[src/rtl/tts_pkg.sv]
// Shared types and defaults for the lab truth-table sequencers.
// The state encoding is shared so later sequencers and their harnesses agree on it.
package tts_pkg;

  typedef enum logic [1:0] {
    IDLE   = 2'd0,
    APPLY  = 2'd1,
    SAMPLE = 2'd2,
    DONE   = 2'd3
  } state_e;

  localparam int SETTLE_DEFAULT = 20;

endpackage

[src/rtl/settle_counter.sv]
// Settle-interval counter: counts while enabled, flags the last settle cycle.
// It stops at its terminal count, so SETTLE need not be a power of two.
module settle_counter
  import tts_pkg::*;
#(
  parameter int SETTLE = SETTLE_DEFAULT,
  localparam int CNT_W = (SETTLE > 1) ? $clog2(SETTLE) : 1
) (
  input  logic clk,
  input  logic rst_n,
  input  logic clr_i,
  input  logic en_i,
  output logic tc_o
);

  logic [CNT_W-1:0] cnt_q;

  always_ff @(posedge clk or negedge rst_n) begin
    if (!rst_n) begin
      cnt_q <= '0;
    end else if (clr_i) begin
      cnt_q <= '0;
    end else if (en_i && !tc_o) begin
      cnt_q <= cnt_q + 1'b1;
    end
  end

  assign tc_o = (cnt_q == CNT_W'(SETTLE - 1));

endmodule

[src/rtl/truth_table_sequencer.sv]
// Exhaustive-sweep controller: walks every input code, holds it for SETTLE
// cycles, then samples the unit outputs against EXP_TABLE and tallies errors.
module truth_table_sequencer
  import tts_pkg::*;
#(
  parameter int N_IN   = 4,
  parameter int N_OUT  = 2,
  parameter int SETTLE = SETTLE_DEFAULT,
  parameter logic [(2**N_IN)*N_OUT-1:0] EXP_TABLE = '0
) (
  input  logic             clk,
  input  logic             rst_n,
  input  logic             start,
  input  logic             abort,
  input  logic [N_OUT-1:0] f_in,
  output logic [N_IN-1:0]  vec_out,
  output logic             busy,
  output logic             sample_valid,
  output logic             mismatch,
  output logic             done,
  output logic             pass,
  output logic [N_IN:0]    err_count,
  output logic [N_IN-1:0]  first_fail_idx
);

  state_e            state_q, state_d;
  logic [N_IN-1:0]   vec_q, vec_d;
  logic [N_IN:0]     err_q, err_d;
  logic [N_IN-1:0]   ffi_q, ffi_d;
  logic              cnt_clr, cnt_en, cnt_tc;
  logic [N_OUT-1:0]  exp_f;
  logic              miss;

  settle_counter #(.SETTLE(SETTLE)) u_settle (
    .clk   (clk),
    .rst_n (rst_n),
    .clr_i (cnt_clr),
    .en_i  (cnt_en),
    .tc_o  (cnt_tc)
  );

  assign exp_f = EXP_TABLE[int'(vec_q) * N_OUT +: N_OUT];
  assign miss  = (state_q == SAMPLE) && (f_in != exp_f);

  always_comb begin
    state_d = state_q;
    vec_d   = vec_q;
    err_d   = err_q;
    ffi_d   = ffi_q;
    cnt_clr = 1'b0;
    cnt_en  = 1'b0;
    // abort overrides everything, but the error tally stays for inspection
    if (abort) begin
      state_d = IDLE;
      vec_d   = '0;
      cnt_clr = 1'b1;
    end else begin
      case (state_q)
        IDLE, DONE: begin
          if (start) begin
            state_d = APPLY;
            vec_d   = '0;
            err_d   = '0;
            ffi_d   = '0;
            cnt_clr = 1'b1;
          end
        end
        APPLY: begin
          if (cnt_tc) state_d = SAMPLE;
          else        cnt_en  = 1'b1;
        end
        SAMPLE: begin
          if (miss) begin
            err_d = err_q + 1'b1;
            if (err_q == '0) ffi_d = vec_q;
          end
          if (vec_q == '1) begin
            state_d = DONE;
          end else begin
            state_d = APPLY;
            vec_d   = vec_q + 1'b1;
            cnt_clr = 1'b1;
          end
        end
        default: state_d = IDLE;
      endcase
    end
  end

  always_ff @(posedge clk or negedge rst_n) begin
    if (!rst_n) begin
      state_q <= IDLE;
      vec_q   <= '0;
      err_q   <= '0;
      ffi_q   <= '0;
    end else begin
      state_q <= state_d;
      vec_q   <= vec_d;
      err_q   <= err_d;
      ffi_q   <= ffi_d;
    end
  end

  assign vec_out        = vec_q;
  assign busy           = (state_q == APPLY) || (state_q == SAMPLE);
  assign sample_valid   = (state_q == SAMPLE);
  assign mismatch       = miss;
  assign done           = (state_q == DONE);
  assign pass           = (state_q == DONE) && (err_q == '0);
  assign err_count      = err_q;
  assign first_fail_idx = ffi_q;

endmodule

[config.mk]
export PLATFORM = sky130hd
export DESIGN_NAME = truth_table_sequencer
export DESIGN_NICKNAME = d
export VERILOG_FILES = /design/src/rtl/tts_pkg.sv /design/src/rtl/settle_counter.sv /design/src/rtl/truth_table_sequencer.sv
export SDC_FILE = /design/constraint.sdc
export NUM_CORES = 1
export LEC_CHECK = 0
export ABC_AREA = 1
export BUFFER_PORTS_ARGS = -buffer_cell sky130_fd_sc_hd__buf_2
export CELL_PAD_IN_SITES_DETAIL_PLACEMENT = 1
export CELL_PAD_IN_SITES_GLOBAL_PLACEMENT = 2
export CORE_AREA = 2 2 63 65
export CTS_BUF_LIST = sky130_fd_sc_hd__clkbuf_4
export CTS_CLUSTER_DIAMETER = 150
export DETAILED_ROUTE_END_ITERATION = 12
export DIE_AREA = 0 0 65 67
export PLACE_DENSITY_LB_ADDON = 0.1
export SYNTH_ARGS = -nofsm -noshare
export SYNTH_HDL_FRONTEND = slang
export SYNTH_SLANG_ARGS = --single-unit
[constraint.sdc]
create_clock -name clk -period 3.7 [get_ports clk]
set_input_delay 0.37 -clock clk [delete_from_list [all_inputs] [get_ports clk]]
set_output_delay 0.37 -clock clk [all_outputs]
set_load 0.005 [all_outputs]
==> results of run 1 <==
-- stage by stage --
step	power (mW)	hold slack, ps	setup WS [ps]
CTS	0.722	0.500	1550
detailed placement	0.534	354	1810
global placement	0.528	348	1930
floorplan	0.451	74.4	2270
finish	0.710	-10.2	1620
global route	0.768	1.46	1460
-- layer usage --
metal / vias to the layer above / GRT usage (%) / wire length [um] / part of all wire (%)
met5: - / 0 / 0 / 0
met4: 0 / 4.52 / 42 / 1.4
met3: 6 / 2.03 / 76 / 2.5
met2: 15 / 29.5 / 1600 / 52
met1: 540 / 18.6 / 1340 / 44
li1: 580 / - / - / -
-- power groups by stage --
stage	Clock [mW]	Sequential, mW	Combinational [mW]
global route	0.203	0.273	0.292
global placement	0	0.272	0.256
detailed placement	0	0.274	0.260
finish	0.185	0.269	0.256
floorplan	0	0.269	0.183
CTS	0.189	0.270	0.263
-- worst min path at each step --
stage / to / slack, ps / cells past startpoint
after floorplan: err_count[0]$_DFFE_PN0P_ / 70 / 0
after global placement: err_count[1]$_DFFE_PN0P_ / 350 / 1
final: err_count[3]$_DFFE_PN0P_ / -10 / 1
after detailed placement: err_count[1]$_DFFE_PN0P_ / 350 / 1
after CTS: err_count[1]$_DFFE_PN0P_ / 0.5 / 1
after global routing: err_count[3]$_DFFE_PN0P_ / 1 / 1
-- final cells by class --
class | count | share of cell area (%)
Tap cell | 48 | 4.08
Multi-Input combinational cell | 121 | 45.2
Timing Repair Buffer | 23 | 7.82
Clock inverter | 1 | 2.04
Inverter | 21 | 5.35
Clock buffer | 3 | 1.53
Sequential cell | 20 | 34.0
-- worst register-to-register path, cell delays in order, from the launching register on --
cell and delay, ps:
dfrtp_1 450, inv_1 80, ha_1 460, inv_2 140, o21ai_2 200, nand2_2 80
nor2_4 150, nand2_4 70, nand2_1 60, nand2_1 50
-- cells by family after synthesis --
family,after synthesis,synth area share [%]
DFF,20,39.7
xor gates and xnor gates,2,1.39
AOI/OAI and AO/OA,12,5.06
buffers and inverters,23,7.45
and+or+nand+nor,99,38.4
adders and majority gates,8,7.94
-- synth_stat cells (4+ instances only) --
cell type  number  area share (%)
inv_1          17             5.1
o21ai_1         9             3.6
nand3_1        18             7.2
inv_2           4             1.2
nand4_1         6             3.0
ha_1            8             7.9
dfrtp_1        20              40
nand3b_1        5             3.0
nor2_1         16             4.8
nand2_1        44              13
-- flip-flops by register name, summed over array words and instances, names as in the netlist --
| name | cells |
|---|---|
| first_fail_idx | 4 |
| vec_out | 4 |
| u_settle.cnt_q | 5 |
| err_count | 5 |
| state_q | 2 |
==> out/qor.csv, run 1 <==
metric,value,unit
Detailed Routing Iterations Pass 1,4,
final core utilization,40.8,%
worst path bufs/invs,3,
"FFs w/ async S/R, synth",100,%
RSZ-0062 raised after global routing,false,
placed inst area,1420,um2
# rows,22,
CTS Buffer Depth,2,
antenna violations before repair,0,
Vias/cell,4.81,
Synth warnings,0,
Pint,436,uW
"Cell Count, Final, Fillers Out",237,
Die H,67,um
maxcap violations,0,
DRC viols,0,
WL/cell,12.9,um
Seq pwr share,38.0,%
clock skew,4.15,ps
filler cell count,466,
Avg Synthesized Cell Area,7.68,um2
Tot GR Track Use,15.7,%
worst slew pin tran,485,ps
Critical Path Start Type,flip-flop,
vias in the first global route,1165,
global route overflow,0,
DP HPWL,2460,um
share of cells above drive strength 1,21.2,%
CP peak stage delay,460,ps
Main synth FF type,dfrtp_1,
Routability Congestion,0.835,
Netlist cell types,22,
die area,4360,um2
count of final setup violators,0,
area taken by multi-input logic gates,666,um2
"most common cell after layout, fill and taps aside",nand2_1,
die width,65,um
Post CTS Setup Buffer Count,0,
H-tree depth,1,
Post-Syn Area,1260,um2
sequential fraction of the synthesis area,39.7,%
placed cells,233,
Levels on crit path,5,
reg-to-reg endpoint,first_fail_idx[1]$_DFFE_PN0P_,
Seq. cell area,500,um2
core area,3610,um2
Critical Path RT,3330,ps
Reg2Reg Setup Slack,1860,ps
first-pass GRT wire length,5300,um
f_max,481,MHz
Syn-to-layout area delta,16.9,%
crit share post-route,56.2,%
Iter 0 DRT Violations,22,
pin count of the biggest net entering global routing,21,
"Arr. time, crit path",1710,ps
final hold slack,-10.2,ps
Slew HR,67.6,%
Sw Ratio,38.5,%
worst min-delay path category,input port to asynchronous set/reset pin,
RR Startpoint,state_q[0]$_DFFE_PN0P_,
Post-CTS Resized,0,
Post-synth EDFFs,0,
Tmin final,2080,ps
Clock Latency Late Sink,310,ps
clk sink count,20,
CP max FO,14,
crit-path leading delay family,adder cells,
Setup Total Neg Slack,0,ps
Detailed Route WL,3060,um
# diodes,0,
cell area after layout,1470,um2
Max VDD drop,0.196,mV
worst reg2reg path depth,9,
"FF+latch count, synth",20,
CTS Buf Count,3,
failing checks,hold timing,
"Slew Viols, Final",0,
Vias,1141,
Initial Util,34.9,%
CTS Root Cell,clkbuf_4,
crit end category,output pin,
WS Path Type,flip-flop to output pin,
net switching component of the power,274,uW
Ports,24,
PwrDens,482,nW/um2
clock-pin transition on the worst setup and hold timing paths,130,ps
clock power share,26.0,%
Pleak,0.785,nW
crit path to,mismatch,
syn nets,178,
Post-Syn Instances,164,
crit-path cells,"inv_1, ha_1, inv_2, nor2_1, buf_2",
hold_buf cts,0,
"antenna viol nets, final",0,
Fin. Hold Viols,20,
IO buf count,23,
most frequent cells in the layout,"nand2_1 (44), buf_2 (23), dfrtp_1 (20)",
TritonCTS clock tree,yes,
final net count,204,
slowest CP cell,ha_1,
Comb power frac,36.0,%
CP Launch Point,state_q[0]$_DFFE_PN0P_,
status,"complete, but fails checks",
Note: power is estimated with default switching activity, not from simulation.
==> run 2: changes to the inputs <==
--- a/config.mk
+++ b/config.mk
@@ -9,11 +9,11 @@
 export BUFFER_PORTS_ARGS = -buffer_cell sky130_fd_sc_hd__buf_2
 export CELL_PAD_IN_SITES_DETAIL_PLACEMENT = 1
 export CELL_PAD_IN_SITES_GLOBAL_PLACEMENT = 2
-export CORE_AREA = 2 2 63 65
+export CORE_AREA = 2 2 69 71
 export CTS_BUF_LIST = sky130_fd_sc_hd__clkbuf_4
 export CTS_CLUSTER_DIAMETER = 150
 export DETAILED_ROUTE_END_ITERATION = 12
-export DIE_AREA = 0 0 65 67
+export DIE_AREA = 0 0 71 73
 export PLACE_DENSITY_LB_ADDON = 0.1
 export SYNTH_ARGS = -nofsm -noshare
 export SYNTH_HDL_FRONTEND = slang
==> constraint.sdc (replaced) <==
create_clock -name clk -period 1.68 [get_ports clk]
set_input_delay 0.168 -clock clk [delete_from_list [all_inputs] [get_ports clk]]
set_output_delay 0.168 -clock clk [all_outputs]
set_load 0.005 [all_outputs]
==> out/qor.csv, run 2 (same netlist as run 1, synthesis figures left out) <==
metric,value,unit,change
status,"finished, final reports clean",,
Comb power frac,42.2,%,+6.2 points
pin count of the biggest net entering global routing,21,,unchanged
Sw Ratio,41.7,%,+3.1 points
final net count,208,,+2.0%
"Arr. time, crit path",1750,ps,+40 ps
clk sink count,20,,unchanged
Met3 Wirelength,69,um,-9.2%
Routability Congestion,0.779,,-6.8%
Detailed Route WL,3140,um,+2.5%
Critical Path Start Type,flip-flop,,
clock power share,16.3,%,-9.7 points
net switching component of the power,594,uW,+120%
"worst slack, placed",87.6,ps,-1720 ps
Pint,832,uW,+91%
CTS Buffer Depth,2,,unchanged
H-tree depth,1,,unchanged
# diodes,0,,unchanged
count of final setup violators,0,,unchanged
Setup Total Neg Slack,0,ps,unchanged
DRC viols,0,,unchanged
Vias,1125,,-1.4%
Pleak,0.789,nW,+0.42%
share of cells above drive strength 1,22.9,%,+1.8 points
IO buf count,23,,unchanged
"Cell Count, Final, Fillers Out",246,,+3.8%
"Slew Viols, Final",0,,unchanged
"antenna viol nets, final",0,,unchanged
Met2 Wirelength,1630,um,+2.3%
filler cell count,573,,+23%
RSZ-0062 raised after global routing,false,,
first-pass GRT wire length,5290,um,-0.26%
RR Startpoint,state_q[0]$_DFFE_PN0P_,,
CP max FO,5,,-9
die width,71,um,+9.2%
Metal-1 WL,1390,um,+3.7%
die area,5180,um2,+19%
global route overflow,0,,unchanged
clock-pin transition on the worst setup and hold timing paths,110,ps,-20 ps
CTS Buf Count,3,,unchanged
f_max,650,MHz,
crit end category,flip-flop,,
PwrDens,959,nW/um2,+99%
CTS Root Cell,clkbuf_4,,
Ports,24,,unchanged
placed cells,241,,+3.4%
Vias/cell,4.57,,-5.0%
Syn-to-layout area delta,18.0,%,
Critical Path RT,1890,ps,-1440 ps
worst min-delay path category,input port to flip-flop,,
Worst Slack Setup Final,142,ps,-1480 ps
# rows,25,,+14%
Initial Util,27.8,%,-7.2 points
Clock Latency Late Sink,300,ps,about the same
"most common cell after layout, fill and taps aside",nand2_1,,
Seq pwr share,41.5,%,+3.5 points
core area,4540,um2,+26%
Tmin final,1540,ps,
most frequent cells in the layout,"nand2_1 (44), buf_2 (23), dfrtp_1 (19)",,
vias in the first global route,1190,,+2.1%
WL/cell,12.7,um,-1.2%
Tot GR Track Use,13.0,%,-2.7 points
hold_sp,abort,,
worst slew pin tran,483,ps,-2.90 ps
crit share post-route,91.6,%,
DP HPWL,2520,um,+2.6%
Detailed Routing Iterations Pass 1,4,,unchanged
Iter 0 DRT Violations,16,,-27%
WS Path Type,flip-flop to flip-flop,,
maxcap violations,0,,unchanged
Die H,73,um,+9.0%
TritonCTS clock tree,yes,,
clock skew,3.13,ps,-1.02 ps
antenna violations before repair,0,,unchanged
Fin. Hold Viols,0,,-100%
DR top layer,met4,,
Max VDD drop,0.369,mV,+88%
CP Launch Point,state_q[0]$_DFFE_PN0P_,,
Slew HR,67.8,%,+0.19 points
run 2: cell types whose count changed in the layout (fill, tap and decap cells not counted), sizes merged:
cell	change
buf	+3
dlygate4sd3	+1
bufinv	-1
run 2: final cells by class:
type / count / area, um2 / area share, %
Multi-Input combinational cell: 121 / 668 / 44.9
Sequential cell: 20 / 502 / 33.8
Inverter: 21 / 78.8 / 5.30
Tap cell: 54 / 67.6 / 4.55
Clock buffer: 3 / 22.5 / 1.52
Timing Repair Buffer: 27 / 148 / 9.93
run 2: path summary, 6_finish.rpt:
check | slack, ps | end | cells after the start
max in group asynchronous | 990 | state_q[0]$_DFFE_PN0P_ | 2
hold reg to reg | 480 | first_fail_idx[2]$_DFFE_PN0P_ | 2
min in group asynchronous | 340 | first_fail_idx[3]$_DFFE_PN0P_ | 2
hold / removal | 190 | vec_out[2]$_DFFE_PN0P_ | 4
setup / recovery | 140 | first_fail_idx[1]$_DFFE_PN0P_ | 8
setup reg to reg | 140 | first_fail_idx[1]$_DFFE_PN0P_ | 8
run 2: metrics by stage:
stage / util [%] / area [um2] / power (mW) / hold WS [ps]
after floorplan: - / 1260 / 0.994 / -128
after global placement: 31.8 / 1440 / 1.18 / 163
after detailed placement: 31.8 / 1440 / 1.20 / 165
after CTS: 32.5 / 1480 / 1.45 / 169
after global routing: 32.8 / 1490 / 1.56 / 186
final: 32.8 / 1490 / 1.43 / 190
run 2: power by group through the flow:
stage | sequential (mW) | combinational [mW] | clock, mW
final | 0.592 | 0.601 | 0.233
after global placement | 0.600 | 0.583 | 0
after detailed placement | 0.607 | 0.595 | 0
after floorplan | 0.592 | 0.403 | 0
after global routing | 0.604 | 0.688 | 0.270
after CTS | 0.596 | 0.601 | 0.257
run 2: what timing repair did:
item,4_1_cts,5_1_grt
endpoints found under the setup margin,0,9
hold buffers,1,0
resized for setup,0,2
buffers inserted,0,1
hold endpoints to repair,20,0
run 2: per-layer routing:
layer  vias to the layer above  global-route usage, %
met5                         -                      0
met4                         0                   5.03
met3                         4                   2.21
met2                        14                   23.9
met1                       521                   15.0
li1                        586                      -
run 2: worst max-delay path: stages (launching register included):
cell	delay (ps)
dfrtp_2	450
inv_1	70
ha_2	290
o21ai_2	200
nand2_2	90
nor2_4	160
nand2_4	80
nand2_1	60
nand2_1	50
==> run 3: changes to the inputs <==
--- a/config.mk
+++ b/config.mk
@@ -5,16 +5,16 @@
 export SDC_FILE = /design/constraint.sdc
 export NUM_CORES = 1
 export LEC_CHECK = 0
-export ABC_AREA = 1
 export BUFFER_PORTS_ARGS = -buffer_cell sky130_fd_sc_hd__buf_2
 export CELL_PAD_IN_SITES_DETAIL_PLACEMENT = 1
 export CELL_PAD_IN_SITES_GLOBAL_PLACEMENT = 2
-export CORE_AREA = 2 2 69 71
+export CORE_AREA = 2 2 68 70
 export CTS_BUF_LIST = sky130_fd_sc_hd__clkbuf_4
 export CTS_CLUSTER_DIAMETER = 150
 export DETAILED_ROUTE_END_ITERATION = 12
-export DIE_AREA = 0 0 71 73
+export DIE_AREA = 0 0 70 72
 export PLACE_DENSITY_LB_ADDON = 0.1
 export SYNTH_ARGS = -nofsm -noshare
 export SYNTH_HDL_FRONTEND = slang
 export SYNTH_SLANG_ARGS = --single-unit
+export TNS_END_PERCENT = 100
==> out/qor.csv, run 3 <==
metric,value,unit,change
status,"complete, but fails checks",,
failing checks,setup timing,,
sequential fraction of the synthesis area,39.3,%,-0.43 points
Slew HR,67.6,%,-0.21 points
maxcap violations,0,,unchanged
Syn-to-layout area delta,46.1,%,
pin count of the biggest net entering global routing,22,,+4.8%
count of final setup violators,5,,+5
final net count,210,,+0.96%
clk sink count,20,,unchanged
CTS Buf Count,3,,unchanged
final core utilization,43.6,%,+11 points
core area,4260,um2,-6.0%
Avg Synthesized Cell Area,9.43,um2,+23%
"Cell Count, Final, Fillers Out",247,,+0.41%
Tot GR Track Use,17.0,%,+4.0 points
Netlist cell types,41,,+86%
TritonCTS clock tree,yes,,
Worst Slack Setup Final,-184,ps,-325 ps
Fin. Hold Viols,0,,unchanged
Vias,1285,,+14%
Iter 0 DRT Violations,28,,+12
"Arr. time, crit path",1700,ps,-50 ps
Vias/cell,5.20,,+14%
CTS Buffer Depth,2,,unchanged
antenna violations before repair,0,,unchanged
crit end category,output pin,,
global route overflow,0,,unchanged
H-tree depth,1,,unchanged
"Slew Viols, Final",0,,unchanged
slowest CP cell,or4b_4,,
share of the synthesized area in the top cell type,39.3,%,-0.43 points
share of cells above drive strength 1,44.6,%,+22 points
CTS Root Cell,clkbuf_4,,
clock-pin transition on the worst setup and hold timing paths,130,ps,+20 ps
Routability Congestion,0.745,,-4.3%
"most common cell after layout, fill and taps aside",buf_4,,
RSZ-0062 raised after global routing,true,,
synth top area cells,"dfrtp_1 (39%), ha_1 (7.9%), o211ai_1 (5.3%), o21ai_0 (5.1%), nand3_1 (2.4%)",,
Ports,24,,unchanged
clock skew,10.9,ps,+7.77 ps
Pleak,0.851,nW,+8.0%
CP max FO,2,,-3
Tmin final,1860,ps,+325 ps
Detailed Route WL,4080,um,+30%
commonest cells in the netlist,"dfrtp_1 (20), o21ai_0 (13), o211ai_1 (9)",,
DRC viols,0,,unchanged
crit-path cells,"inv_2, ha_1, or4b_4, buf_6, nor2_2, buf_2",,
Detailed Routing Iterations Pass 1,3,,-1
# rows,24,,-4.0%
first-pass GRT wire length,6890,um,+30%
Post-Syn Instances,135,,-18%
Clock Latency Late Sink,310,ps,about the same
"FFs w/ async S/R, synth",100,%,unchanged
Post-Syn Area,1270,um2,+1.1%
DP HPWL,3030,um,+20%
worst min-delay path category,input port to flip-flop,,
crit share post-route,111,%,+19 points
WS Path Type,flip-flop to output pin,,
die area,5040,um2,-2.8%
PwrDens,659,nW/um2,-31%
Max VDD drop,0.319,mV,-14%
Initial Util,29.9,%,+2.1 points
vias in the first global route,1431,,+20%
placed cells,231,,-4.1%
Post-synth EDFFs,0,,unchanged
Main synth FF type,dfrtp_1,,
IO buf count,23,,unchanged
most frequent cells in the layout,"buf_4 (38), buf_2 (23), dfrtp_1 (20)",,
Die H,72,um,-1.4%
most common cell in the netlist,dfrtp_1,,
Critical Path Start Type,flip-flop,,
Critical Path RT,1510,ps,-380 ps
f_max,537,MHz,-17%
"area leader, netlist",dfrtp_1,,
cell area after layout,1860,um2,+25%
"FF+latch count, synth",20,,unchanged
placed inst area,1670,um2,+16%
worst slew pin tran,486,ps,+3.21 ps
WL/cell,16.5,um,+30%
syn nets,149,,-16%
"antenna viol nets, final",0,,unchanged
die width,70,um,-1.4%
Synth warnings,0,,unchanged
CP peak stage delay,460,ps,about the same
# diodes,0,,unchanged
-- run 3: final timing paths --
| path | from | end | slack (ps) | cells past startpoint |
|---|---|---|---|---|
| setup / recovery | err_count[0]$_DFFE_PN0P_ | pass | -180 | 6 |
| hold / removal | start | vec_out[2]$_DFFE_PN0P_ | 260 | 4 |
| setup reg to reg | err_count[0]$_DFFE_PN0P_ | first_fail_idx[1]$_DFFE_PN0P_ | -120 | 5 |
| hold reg to reg | first_fail_idx[1]$_DFFE_PN0P_ | first_fail_idx[1]$_DFFE_PN0P_ | 590 | 2 |
| max in group asynchronous | rst_n | u_settle.cnt_q[0]$_DFFE_PN0P_ | 1010 | 2 |
| min in group asynchronous | rst_n | first_fail_idx[1]$_DFFE_PN0P_ | 320 | 2 |
-- run 3: cell families (layout without fill, tap and decap cells) --
logic type | Yosys count | in the layout | synth area share, %
adders and majority gates | 8 | 8 | 7.86
muxes | 2 | 2 | 1.57
DFF | 20 | 20 | 39.3
buffers and inverters | 15 | 75 | 4.52
and+or+nand+nor | 42 | 42 | 20.2
xor gates and xnor gates | 2 | 2 | 1.38
AOI/OAI and AO/OA | 46 | 46 | 25.1
-- run 3: cell type report --
class,instances,area [um2]
Fill cell,499,2400
Clock buffer,3,22.5
Sequential cell,20,500
Tap cell,52,65.1
Timing Repair Buffer,63,422
Multi-Input combinational cell,100,817
Clock inverter,1,3.75
Inverter,8,30.0
-- run 3: metrics by stage --
stage	worst slack [ps]	total power [mW]	setup TNS [ps]	hold WS [ps]
finish	-184	1.23	-590	261
global route	-250	1.31	-933	269
CTS	-204	1.21	-867	254
detailed placement	-178	0.914	-775	159
global placement	-99.3	0.900	-393	154
floorplan	-236	0.712	-970	-128
-- run 3: worst max-delay path: cells and delay by family (launching register included) --
family,cells,cell delay [ps]
fa+ha+maj,1,130
buf+inv,3,320
flops,1,420
simple gates,2,520
-- run 3: where the power goes --
part           internal, mW  total (mW)  switching (mW)  leakage (nW)
combinational         0.232       0.468           0.236         0.558
sequential            0.495       0.505          0.0102         0.278
clock                0.0868       0.253           0.166        0.0154
-- run 3: per-layer routing --
layer / share of wire, % / vias to the layer above / wire, um / GRT usage [%]
met5: 0 / - / 0 / 0
met3: 2.4 / 2 / 98 / 3.61
met2: 54 / 13 / 2220 / 32.6
met1: 43 / 634 / 1730 / 19.5
li1: - / 636 / - / -
met4: 0.61 / 0 / 25 / 3.85
-- run 3: timing repair --
item	CTS	global route
pin swaps	3	5
gates cloned	0	0
resized for setup	10	9
hold endpoints to repair	20	0
setup buffers	8	5
hold buffers	1	0
endpoints found under the setup margin	11	12
